==> config.mk <==
export PLATFORM = sky130hd
export DESIGN_NAME = gf12_sram64_be_stream_ctrl
export DESIGN_NICKNAME = d
export VERILOG_FILES = /design/src/rtl/gf12_sram_ctrl_pkg.sv /design/src/rtl/gf12_sram_rsp_fifo.sv /design/src/rtl/gf12_sram64_be_stream_ctrl.sv
export SDC_FILE = /design/constraint.sdc
export NUM_CORES = 1
export LEC_CHECK = 0
export ABC_AREA = 1
export BUFFER_PORTS_ARGS = -buffer_cell sky130_fd_sc_hd__buf_2
export CAP_MARGIN = 20
export CORE_AREA = 2 2 199 201
export DETAILED_ROUTE_END_ITERATION = 8
export DIE_AREA = 0 0 201 203
export PLACE_DENSITY = 0.54
export SLEW_MARGIN = 20
export SYNTH_ARGS = -nofsm -noshare
export SYNTH_HDL_FRONTEND = slang
export SYNTH_SLANG_ARGS = --single-unit
==> constraint.sdc <==
create_clock -name CLK -period 5.2 [get_ports CLK]
set_input_delay 0 -clock CLK [delete_from_list [all_inputs] [get_ports CLK]]
set_output_delay 0 -clock CLK [all_outputs]
set_load 0.05 [all_outputs]
==> src/rtl/gf12_sram_ctrl_pkg.sv <==
// ---------------------------------------------------------------------------
// gf12_sram_ctrl_pkg
//
// Shared definitions for the SRAM stream controller front end of the
// 20-address-bit, 64-bit byte-enable banked SRAM wrapper.
//
// Contents:
//   SRAM_ADDR_W / SRAM_DATA_W / SRAM_BANK_LSB : default geometry
//   bank_idx_t                                : bank select field type
//   arb_prio_e                                : round-robin owner of a bank conflict
//   bank_of()                                 : bank index of an address (default geometry)
// ---------------------------------------------------------------------------
package gf12_sram_ctrl_pkg;

    localparam int SRAM_ADDR_W   = 20;
    localparam int SRAM_DATA_W   = 64;
    localparam int SRAM_BANK_LSB = 13;

    typedef logic [SRAM_ADDR_W-SRAM_BANK_LSB-1:0] bank_idx_t;

    // Which channel wins the next same-bank conflict.
    typedef enum logic {
        PRIO_WR = 1'b0,
        PRIO_RD = 1'b1
    } arb_prio_e;

    function automatic bank_idx_t bank_of(input logic [SRAM_ADDR_W-1:0] addr);
        return addr[SRAM_ADDR_W-1:SRAM_BANK_LSB];
    endfunction

endpackage

==> src/rtl/gf12_sram_rsp_fifo.sv <==
// ---------------------------------------------------------------------------
// gf12_sram_rsp_fifo
//
// Small circular FIFO holding read responses that the consumer has not yet
// taken. Push and pop may happen in the same cycle (count unchanged, both
// pointers advance). Overflow and underflow are prevented by the caller,
// which only pushes when it holds a credit and only pops when non-empty.
//
// Ports:
//   clk, rst   : clock, synchronous active-high reset (empties the FIFO)
//   push       : write push_data at the tail this cycle
//   push_data  : data to store
//   pop        : drop the head entry this cycle
//   head       : oldest stored entry (meaningless while count == 0)
//   count      : number of stored entries
// ---------------------------------------------------------------------------
module gf12_sram_rsp_fifo #(
    parameter  int DEPTH = 2,
    parameter  int W     = 64,
    localparam int CNT_W = $clog2(DEPTH + 1),
    localparam int PTR_W = (DEPTH > 1) ? $clog2(DEPTH) : 1
) (
    input  logic             clk,
    input  logic             rst,
    input  logic             push,
    input  logic [W-1:0]     push_data,
    input  logic             pop,
    output logic [W-1:0]     head,
    output logic [CNT_W-1:0] count
);

    logic [W-1:0]     mem [DEPTH];
    logic [PTR_W-1:0] wr_ptr;
    logic [PTR_W-1:0] rd_ptr;

    // Pointers wrap explicitly so DEPTH need not be a power of two.
    function automatic logic [PTR_W-1:0] ptr_inc(input logic [PTR_W-1:0] p);
        return (p == PTR_W'(DEPTH - 1)) ? '0 : p + PTR_W'(1);
    endfunction

    always_ff @(posedge clk) begin
        if (rst) begin
            wr_ptr <= '0;
            rd_ptr <= '0;
            count  <= '0;
        end else begin
            if (push) begin
                wr_ptr <= ptr_inc(wr_ptr);
            end
            if (pop) begin
                rd_ptr <= ptr_inc(rd_ptr);
            end
            case ({push, pop})
                2'b10:   count <= count + CNT_W'(1);
                2'b01:   count <= count - CNT_W'(1);
                default: count <= count;
            endcase
        end
    end

    // Storage carries no reset; the count alone says which entries are live.
    always_ff @(posedge clk) begin
        if (push && !rst) begin
            mem[wr_ptr] <= push_data;
        end
    end

    assign head = mem[rd_ptr];

endmodule

==> src/rtl/gf12_sram64_be_stream_ctrl.sv <==
// ---------------------------------------------------------------------------
// gf12_sram64_be_stream_ctrl
//
// Request/response front end for the banked single-port SRAM wrapper
// gf12_sram64_be_20abits. Turns a valid/ready write channel and a
// valid/ready read-request channel into the wrapper's single-cycle
// write (CE0/A0/D0/WE0/WEM0) and read (CE1/A1) strobes, arbitrates
// same-bank conflicts round-robin, and buffers Q1 read data so that
// consumer backpressure never drops a response.
//
// Handshake rule (all three channels): a transfer happens on a rising CLK
// edge where valid and ready are both high. ready may depend
// combinationally on valid; valid must never depend on ready, and a
// producer holds valid and its payload until the transfer happens.
//
// Ports:
//   CLK, RST                        : clock, synchronous active-high reset
//   wr_valid/wr_ready               : write request handshake
//   wr_addr/wr_data/wr_mask         : write payload (mask is per bit)
//   rd_req_valid/rd_req_ready       : read request handshake
//   rd_addr                         : read address
//   rd_rsp_valid/rd_rsp_ready       : read response handshake
//   rd_rsp_data                     : read response data, in request order
//   CE0/A0/D0/WE0/WEM0              : SRAM write port, driven in accept cycle
//   CE1/A1                          : SRAM read port, driven in accept cycle
//   Q1                              : SRAM read data, one cycle after CE1
//   stat_conflicts                  : saturating count of bank-conflict cycles
//
// Build option:
//   SRAM_STREAM_CTRL_STATS_EN : when defined, stat_conflicts counts conflict
//                               cycles; otherwise it is tied to zero.
// ---------------------------------------------------------------------------
module gf12_sram64_be_stream_ctrl
    import gf12_sram_ctrl_pkg::*;
#(
    parameter int ADDR_W    = SRAM_ADDR_W,
    parameter int DATA_W    = SRAM_DATA_W,
    parameter int BANK_LSB  = SRAM_BANK_LSB,
    parameter int RSP_DEPTH = 2
) (
    input  logic              CLK,
    input  logic              RST,

    input  logic              wr_valid,
    output logic              wr_ready,
    input  logic [ADDR_W-1:0] wr_addr,
    input  logic [DATA_W-1:0] wr_data,
    input  logic [DATA_W-1:0] wr_mask,

    input  logic              rd_req_valid,
    output logic              rd_req_ready,
    input  logic [ADDR_W-1:0] rd_addr,

    output logic              rd_rsp_valid,
    input  logic              rd_rsp_ready,
    output logic [DATA_W-1:0] rd_rsp_data,

    output logic              CE0,
    output logic [ADDR_W-1:0] A0,
    output logic [DATA_W-1:0] D0,
    output logic              WE0,
    output logic [DATA_W-1:0] WEM0,

    output logic              CE1,
    output logic [ADDR_W-1:0] A1,
    input  logic [DATA_W-1:0] Q1,

    output logic [31:0]       stat_conflicts
);

    localparam int CNT_W = $clog2(RSP_DEPTH + 1);

    // ------------------------------------------------------------------
    // Response buffering state
    // ------------------------------------------------------------------
    logic [CNT_W-1:0]  fifo_count;
    logic [DATA_W-1:0] fifo_head;
    logic              fifo_empty;
    logic              fifo_push;
    logic              fifo_pop;
    logic              inflight;     // a read was issued last cycle; Q1 is live now

    // ------------------------------------------------------------------
    // Credit: every accepted, undelivered read owns one FIFO slot, whether
    // its data already sits in the FIFO or is still on Q1. This is what
    // makes an unconditional push of Q1 safe.
    // ------------------------------------------------------------------
    logic [CNT_W:0] used_slots;
    logic           have_credit;

    assign used_slots  = {1'b0, fifo_count} + (CNT_W + 1)'(inflight);
    assign have_credit = used_slots < (CNT_W + 1)'(RSP_DEPTH);

    // ------------------------------------------------------------------
    // Arbitration
    // ------------------------------------------------------------------
    arb_prio_e prio;
    arb_prio_e prio_next;
    logic      same_bank;
    logic      conflict;
    logic      wr_ok;
    logic      rd_ok;

    assign same_bank = (wr_addr[ADDR_W-1:BANK_LSB] == rd_addr[ADDR_W-1:BANK_LSB]);

    always_comb begin
        conflict  = 1'b0;
        wr_ok     = 1'b0;
        rd_ok     = 1'b0;
        prio_next = prio;

        // A read without credit cannot be issued, so it is not competing
        // for the bank: it neither blocks the write nor moves the pointer.
        conflict = wr_valid && rd_req_valid && same_bank && have_credit;

        if (!RST) begin
            rd_ok = rd_req_valid && have_credit && !(conflict && (prio == PRIO_WR));
            wr_ok = wr_valid && !(conflict && (prio == PRIO_RD));
        end

        // Hand priority to whichever side just lost.
        if (conflict) begin
            prio_next = (prio == PRIO_WR) ? PRIO_RD : PRIO_WR;
        end
    end

    always_ff @(posedge CLK) begin
        if (RST) begin
            prio <= PRIO_WR;
        end else begin
            prio <= prio_next;
        end
    end

    assign wr_ready     = wr_ok;
    assign rd_req_ready = rd_ok;

    // ------------------------------------------------------------------
    // SRAM strobes: issued in the accept cycle, zero otherwise so the
    // wrapper never sees stale addresses or data.
    // ------------------------------------------------------------------
    assign CE0  = wr_ok;
    assign WE0  = wr_ok;
    assign A0   = wr_ok ? wr_addr : '0;
    assign D0   = wr_ok ? wr_data : '0;
    assign WEM0 = wr_ok ? wr_mask : '0;

    assign CE1  = rd_ok;
    assign A1   = rd_ok ? rd_addr : '0;

    always_ff @(posedge CLK) begin
        if (RST) begin
            inflight <= 1'b0;
        end else begin
            inflight <= rd_ok;
        end
    end

    // ------------------------------------------------------------------
    // Response path. An empty FIFO lets Q1 bypass straight to the
    // consumer; otherwise the FIFO head goes out first and Q1 queues
    // behind it, which keeps responses in request order.
    // ------------------------------------------------------------------
    assign fifo_empty = (fifo_count == '0);
    assign fifo_pop   = !fifo_empty && rd_rsp_ready;
    assign fifo_push  = inflight && !(fifo_empty && rd_rsp_ready);

    assign rd_rsp_valid = !RST && (!fifo_empty || inflight);

    always_comb begin
        rd_rsp_data = '0;
        if (!RST) begin
            if (!fifo_empty) begin
                rd_rsp_data = fifo_head;
            end else if (inflight) begin
                rd_rsp_data = Q1;
            end
        end
    end

    gf12_sram_rsp_fifo #(
        .DEPTH (RSP_DEPTH),
        .W     (DATA_W)
    ) u_rsp_fifo (
        .clk       (CLK),
        .rst       (RST),
        .push      (fifo_push),
        .push_data (Q1),
        .pop       (fifo_pop),
        .head      (fifo_head),
        .count     (fifo_count)
    );

    // ------------------------------------------------------------------
    // Conflict statistics
    // ------------------------------------------------------------------
`ifdef SRAM_STREAM_CTRL_STATS_EN
    logic [31:0] conflict_cnt;

    always_ff @(posedge CLK) begin
        if (RST) begin
            conflict_cnt <= '0;
        end else if (conflict && (conflict_cnt != '1)) begin
            conflict_cnt <= conflict_cnt + 32'd1;
        end
    end

    assign stat_conflicts = conflict_cnt;
`else
    assign stat_conflicts = '0;
`endif

endmodule
* Word-level counts from Yosys, hierarchy flattened
Memory sizes are Yosys's and may differ from the RTL's. A register that Yosys moved wholly into a read port is not among the register bits.
Index checks and enable logic that the tools add are counted.
** Operators by class
- Add/sub/neg operators :: 5
- Multiply operators :: 0
- Divide/modulo/power cells :: 0
- Magnitude comparators :: 1
- Equality and inequality tests :: 3
- Shifts and indexed selects :: 0
- Muxes and demuxes :: 17
- Bitwise logic cells :: 1
- Reductions and logical operators :: 21
** Operators by type and width (count)
- 64-bit 2-to-1 mux :: 5
- 20-bit 2-to-1 mux :: 2
- 1-bit logical AND :: 13
- 1-bit 2-to-1 mux :: 9
- 7-bit equality test :: 1
- 1-bit zero test :: 5
- 2-bit one-hot mux with 2 select lines :: 1
- 2-bit by 1-bit adder with 3-bit output :: 1
- 3-bit by 2-bit < comparator with 1-bit output, second input constant :: 1
- 1-bit adder, second input constant :: 2
- 2-bit by 1-bit adder with 2-bit output, second input constant :: 1
- 2-bit by 1-bit equality test with 1-bit output, second input constant :: 1
- 2-bit equality test, second input constant :: 1
- 2-bit zero test :: 1
- 2-bit nonzero test :: 1
- 2-bit by 1-bit subtractor with 2-bit output, second input constant :: 1
- 1-bit logical OR :: 1
- 1-bit NOT :: 1
** Word-level totals
- Register bits :: 6
- Bits in latches :: 0
- Bits in writable memories :: 128
- Bits in read-only memories :: 0
- Output and inout bits :: 270
- Logic and storage cells :: 54
- Memories kept :: 1
** Memory list
- u_rsp_fifo.mem :: words 2, width 64, read ports 1, clocked after memory_dff 1, write ports 1, line gf12_sram_rsp_fifo.sv:32 : logic [W-1:0] mem [DEPTH];

* Logic depth before layout (Yosys ltp)
Gate-level depths: netlist (run 1).
- Word-level depth :: 8
- Depth in mapped cells :: 12
- Gate-level depth less buffers :: 9

* Modules after synthesis
Synthesis (run 1) repeated with hierarchy kept, for this count alone.
** Second synthesis, totals
- Cells, all modules :: 895
- Area total of the unflattened synthesis :: 8034.0 µm²
** Modules (own cells, without submodules)
- gf12_sram_rsp_fifo :: instances 1, cells an instance 230, area each 5139.9 µm², sequential area each 3943.8 µm²
- gf12_sram64_be_stream_ctrl :: instances 1, cells an instance 665, area each 2894.0 µm², sequential area each 40.0 µm²

* Least setup slack after synthesis (run 1)
Ideal clock, no wire load.
- Path type :: register to register
- Start :: register u_rsp_fifo.count[0]
- End :: memory u_rsp_fifo.mem[1][0] (enable)
- Data arrival time :: 5207 ps
- Setup slack :: -572 ps
- Cell stages (with the launch flop) :: 6
- Path buffers :: 1
- Clock period less this slack :: 5772 ps
- Cell sequence :: dfxtp_1 nor2_1 buf_2 a21oi_1 inv_1 nor3_1
** On the way
- Longest elaborated chain between the ends :: 7
** Ends and longest elaborated chain
- start: declaration :: line gf12_sram_rsp_fifo.sv:29 : output logic [CNT_W-1:0] count
- start signal: assignment :: line gf12_sram_rsp_fifo.sv:54 : 2'b10: count <= count + CNT_W'(1);
- start signal: assignment :: line gf12_sram_rsp_fifo.sv:55 : 2'b01: count <= count - CNT_W'(1);
- start signal: assignment :: line gf12_sram_rsp_fifo.sv:56 : default: count <= count;
- 2-bit zero test :: line gf12_sram64_be_stream_ctrl.sv:164 : assign fifo_empty = (fifo_count == '0);
- 1-bit logical AND :: line gf12_sram64_be_stream_ctrl.sv:166 : assign fifo_push = inflight && !(fifo_empty && rd_rsp_ready);
- 1-bit zero test :: line gf12_sram64_be_stream_ctrl.sv:166
- 1-bit logical AND :: line gf12_sram64_be_stream_ctrl.sv:166
- 1-bit logical AND :: line gf12_sram_rsp_fifo.sv:63 : if (push && !rst) begin
- 1-bit 2-to-1 mux :: line gf12_sram_rsp_fifo.sv:63
- 1-bit 2-to-1 mux (not written as such) :: line gf12_sram_rsp_fifo.sv:64 : mem[wr_ptr] <= push_data;
- end: declaration :: line gf12_sram_rsp_fifo.sv:32
Every way passes these cells.

* Worst setup path in the final report (run 1)
- Start :: register u_rsp_fifo.count[0]
- End :: output port rd_rsp_data[49]
** On the way
- Longest elaborated chain between the ends :: 3
** Ends and longest elaborated chain
- 2-bit zero test :: line gf12_sram64_be_stream_ctrl.sv:164
- 64-bit 2-to-1 mux :: line gf12_sram64_be_stream_ctrl.sv:173 : if (!fifo_empty) begin
- 64-bit 2-to-1 mux :: line gf12_sram64_be_stream_ctrl.sv:172 : if (!RST) begin
- end: declaration :: line gf12_sram64_be_stream_ctrl.sv:56 : output logic [DATA_W-1:0] rd_rsp_data,
Every way passes these cells.

==> impl_metrics.ini, run 1 <==
[global_route]
use_met3_pct = 5.30
grt_max_degree = 150
grt.total_usage_pct = 18.3
first_global_vias = 7953
use_met2_pct = 29.3
grt_overflow = 0
grt_first_pass_wirelength_um = 54200
met1_usage_pct = 23.0
gr-max-usage-layer = met2
grt_antenna_before_repair = 23

[sta]
finalMaxSlewViolations = 0
grt_setup_unrepaired = false
slew_headroom_pct = 30.9
period_needed_ns = 3.29
worst_hold_slack_ns = 0.0381
finalSetupViolCount = 0
tns_ns = 0
finClkSkew_ns = 0.00651
timing.final.crit_share_pct = 63.3
final_hold_viol_count = 0
worst_pin_slew_ns = 1.04
fmax_mhz = 304
fin_ws_ns = 1.91

[finish]
final_nets = 1697
finalInstanceArea_um2 = 11500
final_cell_count_no_fill = 2000
areaGrowthSynthToFinish_pct = 52.2
final_util_pct = 29.9
fill_cells = 4236
most-common-layout-cells = 474 x buf_2, 291 x nor2_1, 178 x inv_1
drive_above_1_share_pct = 36.1
mostFrequentLayoutCell = buf_2

[synth]
synth_compound_area_share_pct = 9.22
synth_area_um2 = 7550
synth.avg_cell_area_um2 = 7.95
ys_warn_count = 0
synth_top_family_by_area = simple AND/OR/NAND/NOR gates
yosys.area_share.simple_pct = 20.7
ys_seq_area_share_pct = 52.8
synth_seq_cells = 135
synth_cells = 949
synth_mux_area_share_pct = 0
synth_fa_ha_area_share_pct = 0.166
synth_xor_xnor_area_share_pct = 0.116
synth.distinct_cells = 23

[floorplanning]
die_height_um = 203
dieArea_um2 = 40800
die_w_um = 201
io_pins = 507
core_area_um2 = 38500
rows = 72
initial_core_util_pct = 19.6

[placement]
gp_congestion = 0.951
numPortBuffers = 474
post_dp_cell_area_um2 = 10200
dp_hpwl_um = 30900
place_ws_ns = 2.28
placed_cells = 1892

[drt]
drtIter0Drc = 492
drc = 0
wl_per_cell_um = 19.3
dr.pass1.iters = 5
avgViaCountPerCell = 4.05
totalWireLength_um = 38600
via_count = 8098
ant_nets = 0

[critical_path]
cp-end-kind = output port
critical_path_arrival_ns = 3.29
reg2regPathDepth = 6
cp_max_fo = 67
r2r-end = u_rsp_fifo.mem[1][3]
setup.worst_path.start_class = flop
timing.rr.start = u_rsp_fifo.count[0]
path_class = flop to output port
crit_required_ns = 5.20
r2r_slack_ns = 2.68

[hold_path]
hold_path_class = input pin to flop
hold_end = prio
min_path_cells = 5
min_from = wr_valid

[flow_run]
maxCapViolCount = 0

[cts]
cts_setup_buffers = 0
numCtsBuffers = 17
htreeDepth = 4
clkLatencyLatePin_ns = 0.42
clockBufferDepth = 2
clock_sinks = 135
cts_tree = built
clockRootBuffer = clkbuf_16
clkSlewWorstSetupHoldPaths_ns = 0.06

[pwr]
vdd_drop_max_uv = 232
leakagePower_nw = 5.99
power_density_nw_per_um2 = 383
p_total_mw = 4.40

[status]
status = finished clean
-- cell type report --
type | instances | area (um^2) | area share, %
Sequential cell | 135 | 3990 | 34.7
Inverter | 181 | 679 | 5.91
Clock buffer | 18 | 429 | 3.73
Clock inverter | 14 | 196 | 1.71
Tap cell | 518 | 648 | 5.64
Antenna cell | 10 | 25.0 | 0.218
Multi-Input combinational cell | 577 | 2440 | 21.3
Timing Repair Buffer | 547 | 3090 | 26.8
-- sequential cells by signal, indices dropped and copies added, names as in the netlist, named ones only --
register           flops
inflight               1
prio                   1
u_rsp_fifo.count       2
u_rsp_fifo.mem       128
u_rsp_fifo.rd_ptr      1
u_rsp_fifo.wr_ptr      1
-- report_power, final --
part / leakage [nW] / internal, mW / total [mW] / switching [mW]
logic: 4.48 / 0.433 / 1.85 / 1.42
registers: 1.21 / 1.24 / 1.26 / 0.0199
clock network: 0.298 / 0.807 / 1.28 / 0.474
total: 5.99 / 2.48 / 4.40 / 1.91
-- per-layer routing --
layer / wire length (um) / vias to the layer above
li1: - / 3876
met1: 16300 / 3837
met2: 18200 / 327
met3: 3070 / 48
met4: 1020 / 10
met5: 63 / -
-- Yosys cell counts, drive strengths merged --
library cell	number	area [um^2]
o21ai	67	335
edfxtp	128	3840
nor3	2	15.0
conb	1	3.75
clkbuf	19	71.3
ha	1	12.5
xor2	1	8.76
nand3	4	20.0
nand2	93	352
buf	68	532
inv	180	676
nor2	305	1170
a21oi	72	360
dfxtp	7	140
clkinv	1	3.75
-- how the worst max path moves through the flow --
stage                            to  slack, ns                 from  cells past startpoint
3_3_place_gp        rd_rsp_data[50]       2.35  u_rsp_fifo.count[0]                      8
3_5_place_dp        rd_rsp_data[48]       2.28  u_rsp_fifo.count[0]                      8
5_1_grt             rd_rsp_data[52]       1.56  u_rsp_fifo.count[0]                      8
6_report            rd_rsp_data[49]       1.91  u_rsp_fifo.count[0]                      8
4_1_cts             rd_rsp_data[48]       1.80  u_rsp_fifo.count[0]                      8
2_1_floorplan  u_rsp_fifo.mem[0][0]       1.18  u_rsp_fifo.count[0]                      5
-- cells by family after synthesis --
| kind of cell | after synthesis |
|---|---|
| and+or+nand+nor | 404 |
| buffers and inverters | 268 |
| AOI/OAI and AO/OA | 139 |
| DFF | 135 |
| xor gates and xnor gates | 1 |
| adders and majority gates | 1 |
| other | 1 |
-- worst max-delay path, cell delays in order (launching register included) --
cell,delay [ns]
dfxtp_1,0.37
nor2_4,0.09
buf_4,0.61
inv_2,0.11
nor2_4,0.67
buf_4,0.43
nand2_1,0.09
a21oi_1,0.17
buf_2,0.30
-- repair_timing --
item	in CTS	in global routing
endpoints found under the hold margin	133	0
hold buffers	66	0
resized for setup	0	0
endpoints found under the setup margin	0	0
Power figures use the tool's default switching activity.
==> run 2: changes to the inputs <==
--- a/config.mk
+++ b/config.mk
@@ -5,13 +5,13 @@
 export SDC_FILE = /design/constraint.sdc
 export NUM_CORES = 1
 export LEC_CHECK = 0
-export ABC_AREA = 1
+export ABC_AREA = 0
 export BUFFER_PORTS_ARGS = -buffer_cell sky130_fd_sc_hd__buf_2
 export CAP_MARGIN = 20
 export CORE_AREA = 2 2 199 201
 export DETAILED_ROUTE_END_ITERATION = 8
 export DIE_AREA = 0 0 201 203
-export PLACE_DENSITY = 0.54
+export PLACE_DENSITY = 0.57
 export SLEW_MARGIN = 20
 export SYNTH_ARGS = -nofsm -noshare
 export SYNTH_HDL_FRONTEND = slang
==> constraint.sdc (replaced) <==
create_clock -name CLK -period 2.9 [get_ports CLK]
set_input_delay 0 -clock CLK [delete_from_list [all_inputs] [get_ports CLK]]
set_output_delay 0 -clock CLK [all_outputs]
set_load 0.05 [all_outputs]
==> run 2 against run 1 <==
- synthesized cell count down 5.2%
- global-route usage fell by 0.86 points
- clock skew increased by 0.018 ns
- routed wire length shrank 1.9%
- highest routed layer unchanged
- largest power group unchanged
- critical path depth is 2 lower
- critical path type unchanged
- final cell count down 4.2%
- cell area increased by 7.8%
- worst setup slack worse by 1.6 ns
- register-to-register slack worse by 1.8 ns
- via count is 6.6% higher
- area after synthesis up 12%
==> impl_metrics.ini, run 2 <==
[status]
status = finished clean

[global_route]
first_global_vias = 8143
grt_first_pass_wirelength_um = 53300
grt_max_degree = 134
grt_overflow = 0
grt_antenna_before_repair = 26
grt.total_usage_pct = 17.4

[critical_path]
setup.worst_path.start_class = flop
cp_cell_sequence = nand2_1 -> and4b_1 -> and4_4 -> buf_12 -> a21oi_1 -> buf_2
critical_path_arrival_ns = 2.64
crit_family = simple AND/OR/NAND/NOR gates
timing.rr.start = u_rsp_fifo.count[0]
path_class = flop to output port
startpoint = u_rsp_fifo.count[0]
reg2regPathDepth = 5
slowest_stage = buf_12
r2r_slack_ns = 0.91
cpPeakStageDelay_ns = 0.44
cp_max_fo = 125
r2r-end = prio
cp_num_buf_inv = 2
crit_required_ns = 2.90
cp-end-kind = output port

[cts]
clockRootBuffer = clkbuf_16
clockBufferDepth = 2
clkLatencyLatePin_ns = 0.44
clock_sinks = 135
cts_tree = built
numCtsBuffers = 17
cts_setup_buffers = 0
clkSlewWorstSetupHoldPaths_ns = 0.07
htreeDepth = 4

[finish]
drive_above_1_share_pct = 45.1
largest-register = u_rsp_fifo.mem
reg_top3 = u_rsp_fifo.mem x128, u_rsp_fifo.count x2
largest_reg_flops = 128
most-common-layout-cells = 473 x buf_2, 149 x nand2_1, 136 x nor2_1
areaGrowthSynthToFinish_pct = 46.4
final_nets = 1611
fill_cells = 4129
mostFrequentLayoutCell = buf_2

[pwr]
pwr-share-seq_pct = 27.5
vdd_drop_max_uv = 747
leakagePower_nw = 5.33
switchingPower_mw = 3.78
power_density_nw_per_um2 = 677
power_frac_comb_pct = 45.3
sw_frac_of_total_pct = 45.1
cell_internal_pwr_mw = 4.61
p_clk_share_pct = 27.2

[floorplanning]
core_area_um2 = 38500
io_pins = 507
die_height_um = 203
dieArea_um2 = 40800
die_w_um = 201
rows = 72
initial_core_util_pct = 22.0

[drt]
dr.pass1.iters = 6
drc = 0
ant_nets = 0
via_count = 8631
avgViaCountPerCell = 4.50
wl_per_cell_um = 19.7
drtIter0Drc = 631
totalWireLength_um = 37800

[synth]
synth_cells = 900
yosys_most_used_dff = edfxtp_1
synth_top_area_share_pct = 45.5
async_reset_ff_share_pct = 0
synth_most_common_cell = nand2_1
synth_edf_count = 128
synthTopCellsByCount = 149 x nand2_1, 137 x nor2_1, 128 x edfxtp_1, 90 x a21oi_2, 79 x a21oi_1
synth.area.top_cells = edfxtp_1 45%, a21oi_2 9.3%, mux2i_1 7.6%
synth.avg_cell_area_um2 = 9.40
ys_warn_count = 0
synth.distinct_cells = 32
synth_area_um2 = 8460
ys_seq_area_share_pct = 47.1
synth_seq_cells = 135
synth_top_cell_by_area = edfxtp_1

[sta]
worst_pin_slew_ns = 0.802
tns_ns = 0
grt_setup_unrepaired = false
finalMaxSlewViolations = 0
final_hold_viol_count = 0
worst_hold_slack_ns = 0.0921
finalSetupViolCount = 0
finClkSkew_ns = 0.0241
period_needed_ns = 2.64
timing.final.crit_share_pct = 90.9
fmax_mhz = 379
slew_headroom_pct = 46.5

[hold_path]
hold_end = u_rsp_fifo.wr_ptr
min_from = rd_rsp_ready
min_path_cells = 4
hold_path_class = input pin to flop

[placement]
gp_congestion = 0.960
dp_hpwl_um = 28800
numPortBuffers = 474

[flow_run]
maxCapViolCount = 0
run 2: routing by layer:
metal / vias up / wire length [um] / track usage, %
met5: - / 94 / 0
met4: 16 / 955 / 5.77
met3: 64 / 3350 / 6.47
met2: 404 / 17800 / 27.6
met1: 4079 / 15700 / 21.8
li1: 4068 / - / -
run 2: area by class of cell:
type                       count  area [um^2]  share of cell area (%)
antenna                       12         30.0                   0.242
clock buffer                  17          425                    3.44
clock inverter                15          196                    1.59
inverter                       2         7.51                  0.0606
multi-input combinational    663         3850                    31.1
sequential                   135         3990                    32.2
tap                          518          648                    5.23
timing repair buffer         554         3240                    26.1
run 2: worst max-delay path by stage:
stage / endpoint / cells after the start
2_1_floorplan: u_rsp_fifo.mem[1][0] / 3
3_3_place_gp: A1[15] / 5
3_5_place_dp: A1[17] / 5
4_1_cts: D0[39] / 6
5_1_grt: D0[39] / 6
6_report: D0[33] / 6
run 2: metrics by stage:
step                      cells  power, mW  util [%]  instance area [um^2]  setup slack (ns)
final                      1916       8.39      32.2                 12400             0.264
after global routing       1912       8.79      32.2                 12400             0.107
after CTS                  1904       8.45      32.1                 12400             0.254
after detailed placement   1808       6.07      28.8                 11100             0.484
after global placement     1808       6.07      28.8                 11100             0.396
after floorplan             931       5.18         -                  8600            0.0586
run 2: what timing repair did:
item                                    CTS  global route
hold buffers                             64             0
endpoints found under the setup margin    1             0
resized for setup                         1             0
endpoints found under the hold margin   128             0
run 2: cell families after synthesis:
group	count (synthesis)	share of synthesized area (%)
simple gates	316	15.3
mux	65	7.71
flops	135	47.1
xor+xnor	11	1.14
compound gates	238	19.3
other cells	1	0.0443
buf+inv	133	9.26
fa+ha+maj	1	0.148
run 2: worst min-delay path, delay by kind of cell:
family                 cells  cell delay, ns
XOR/XNOR                   1            0.09
AO/OA/AOI/OAI              1            0.22
buffers and inverters      1            0.10
AND/OR/NAND/NOR            1            0.07
run 2: power groups by stage:
stage | Clock, mW | Sequential (mW) | Combinational (mW)
final | 2.29 | 2.31 | 3.80
after global routing | 2.42 | 2.32 | 4.06
after floorplan | 0 | 2.31 | 2.87
after detailed placement | 0 | 2.35 | 3.72
after CTS | 2.34 | 2.31 | 3.80
after global placement | 0 | 2.34 | 3.72
==> run 3: changes to the inputs <==
--- a/config.mk
+++ b/config.mk
@@ -12,7 +12,7 @@
 export DETAILED_ROUTE_END_ITERATION = 8
 export DIE_AREA = 0 0 201 203
 export PLACE_DENSITY = 0.57
-export SLEW_MARGIN = 20
+export SETUP_SLACK_MARGIN = 0.4
 export SYNTH_ARGS = -nofsm -noshare
 export SYNTH_HDL_FRONTEND = slang
 export SYNTH_SLANG_ARGS = --single-unit
==> run 3 against run 2 <==
- combinational power is essentially flat
- highest routed layer unchanged
- critical path depth shrank 1
- first-iteration DRC count is the same
- clock power shrank 9.2%
- largest power group unchanged
- routed wire length shrank 4.7%
- utilization grew 0.13 points
- largest cell class unchanged
- die area is the same
- flip-flop and latch count is the same
- final cell count grew 0.63%
- worst setup slack gained 0.29 ns
- non-clock buffer count grew 19
- fmax grew 12%
==> impl_metrics.ini, run 3 (same netlist as run 2, synthesis figures left out) <==
[status]
status = finished clean

[pwr]
sw_frac_of_total_pct = 45.2
vdd_drop_max_uv = 601
power_density_nw_per_um2 = 659
p_clk_share_pct = 25.4
cell_internal_pwr_mw = 4.49
pwr-share-seq_pct = 28.6
power_frac_comb_pct = 46.0
p_total_mw = 8.20
leakagePower_nw = 5.39
switchingPower_mw = 3.71

[cts]
clockRootBuffer = clkbuf_16
clock_sinks = 135
htreeDepth = 4
clkSlewWorstSetupHoldPaths_ns = 0.07
cts_tree = built
clockBufferDepth = 2
numCtsBuffers = 17
clkLatencyLatePin_ns = 0.43

[finish]
areaGrowthSynthToFinish_pct = 47.0
final_nets = 1631
final_util_pct = 32.3
final_cell_count_no_fill = 1928
mostFrequentLayoutCell = buf_2
drive_above_1_share_pct = 45.8
reg_top3 = u_rsp_fifo.mem x128, u_rsp_fifo.count x2
finalInstanceArea_um2 = 12400
largest-register = u_rsp_fifo.mem
largest_reg_flops = 128
most-common-layout-cells = 473 x buf_2, 149 x nand2_1, 136 x nor2_1
fill_cells = 4074

[sta]
worst_pin_slew_ns = 0.831
tns_ns = 0
final_hold_viol_count = 0
fmax_mhz = 426
slew_headroom_pct = 44.1
finalSetupViolCount = 0
period_needed_ns = 2.35
grt_setup_unrepaired = false
finClkSkew_ns = 0.0109
worst_hold_slack_ns = 0.0733
finalMaxSlewViolations = 0
fin_ws_ns = 0.551
timing.final.crit_share_pct = 81.0

[global_route]
grt_first_pass_wirelength_um = 51500
first_global_vias = 8163
grt_antenna_before_repair = 9
grt.total_usage_pct = 16.5
grt_overflow = 0
grt_max_degree = 130

[hold_path]
hold_path_class = input pin to flop
min_from = rd_rsp_ready

[critical_path]
setup.worst_path.start_class = flop
crit_required_ns = 2.90
startpoint = u_rsp_fifo.count[0]
critical_path_arrival_ns = 2.35
path_class = flop to output port
cp-end-kind = output port
timing.rr.start = u_rsp_fifo.count[1]
cp_max_fo = 21

[drt]
dr.pass1.iters = 5
ant_nets = 0
via_count = 8598
avgViaCountPerCell = 4.46
drtIter0Drc = 631
drc = 0
totalWireLength_um = 36100
wl_per_cell_um = 18.7

[placement]
place_ws_ns = 0.528
dp_hpwl_um = 26800
numPortBuffers = 474
gp_congestion = 0.953
post_dp_cell_area_um2 = 11100
placed_cells = 1819

[floorplanning]
rows = 72
die_height_um = 203
initial_core_util_pct = 22.0
die_w_um = 201
io_pins = 507
core_area_um2 = 38500
dieArea_um2 = 40800

[flow_run]
maxCapViolCount = 0
## run 3: changes by cell type in the layout (fill, tap and decap cells not counted), sizes merged
cell	before	now
clkbuf	17	18
inv	12	8
diode	12	4
buf	490	507
dlygate4sd3	64	65
clkinv	1	5
and4	1	2
clkinvlp	2	3
bufinv	2	1
## run 3: worst max-delay path, stage by stage, from the launching register on
cell and delay [ns]:
dfxtp_4 0.37, nand2_1 0.07, and3b_1 0.67, inv_1 0.18
a211oi_2 0.31, buf_2 0.32
## run 3: per-layer routing
| metal | GRT usage [%] | share of wire, % | up-vias |
|---|---|---|---|
| met5 | 0 | 0.075 | - |
| met4 | 3.99 | 1.5 | 4 |
| met3 | 5.09 | 8.7 | 29 |
| met2 | 26.9 | 48 | 419 |
| met1 | 21.3 | 42 | 4061 |
| li1 | - | - | 4085 |
## run 3: final timing paths
path	endpoint	slack (ns)	cells past startpoint
max	CE1	0.55	5
min	u_rsp_fifo.wr_ptr	0.07	4
max reg2reg	u_rsp_fifo.count[1]	0.90	6
min reg2reg	u_rsp_fifo.count[1]	0.53	2
## run 3: power groups by stage
stage / sequential [mW] / clock [mW] / combinational, mW
after CTS: 2.35 / 2.12 / 3.78
after global routing: 2.36 / 2.20 / 4.03
final: 2.35 / 2.08 / 3.77
after global placement: 2.39 / 0 / 3.70
after detailed placement: 2.39 / 0 / 3.69
after floorplan: 2.32 / 0 / 2.87
## run 3: cell type report
type	count	area [um^2]	area share, %
Clock inverter	15	143	1.15
Antenna cell	4	10.0	0.0805
Tap cell	518	648	5.21
Timing Repair Buffer	573	3340	26.9
Sequential cell	135	4000	32.2
Multi-Input combinational cell	664	3860	31.1
Inverter	2	7.51	0.0604
Clock buffer	17	425	3.42
## run 3: repair_timing
| action | 4_1_cts | 5_1_grt |
|---|---|---|
| hold buffers | 65 | 0 |
| gates resized for setup | 0 | 1 |
| endpoints found under the setup margin | 5 | 22 |
| cloned | 1 | 1 |
| buffers inserted | 0 | 6 |
| endpoints found under the hold margin | 129 | 0 |
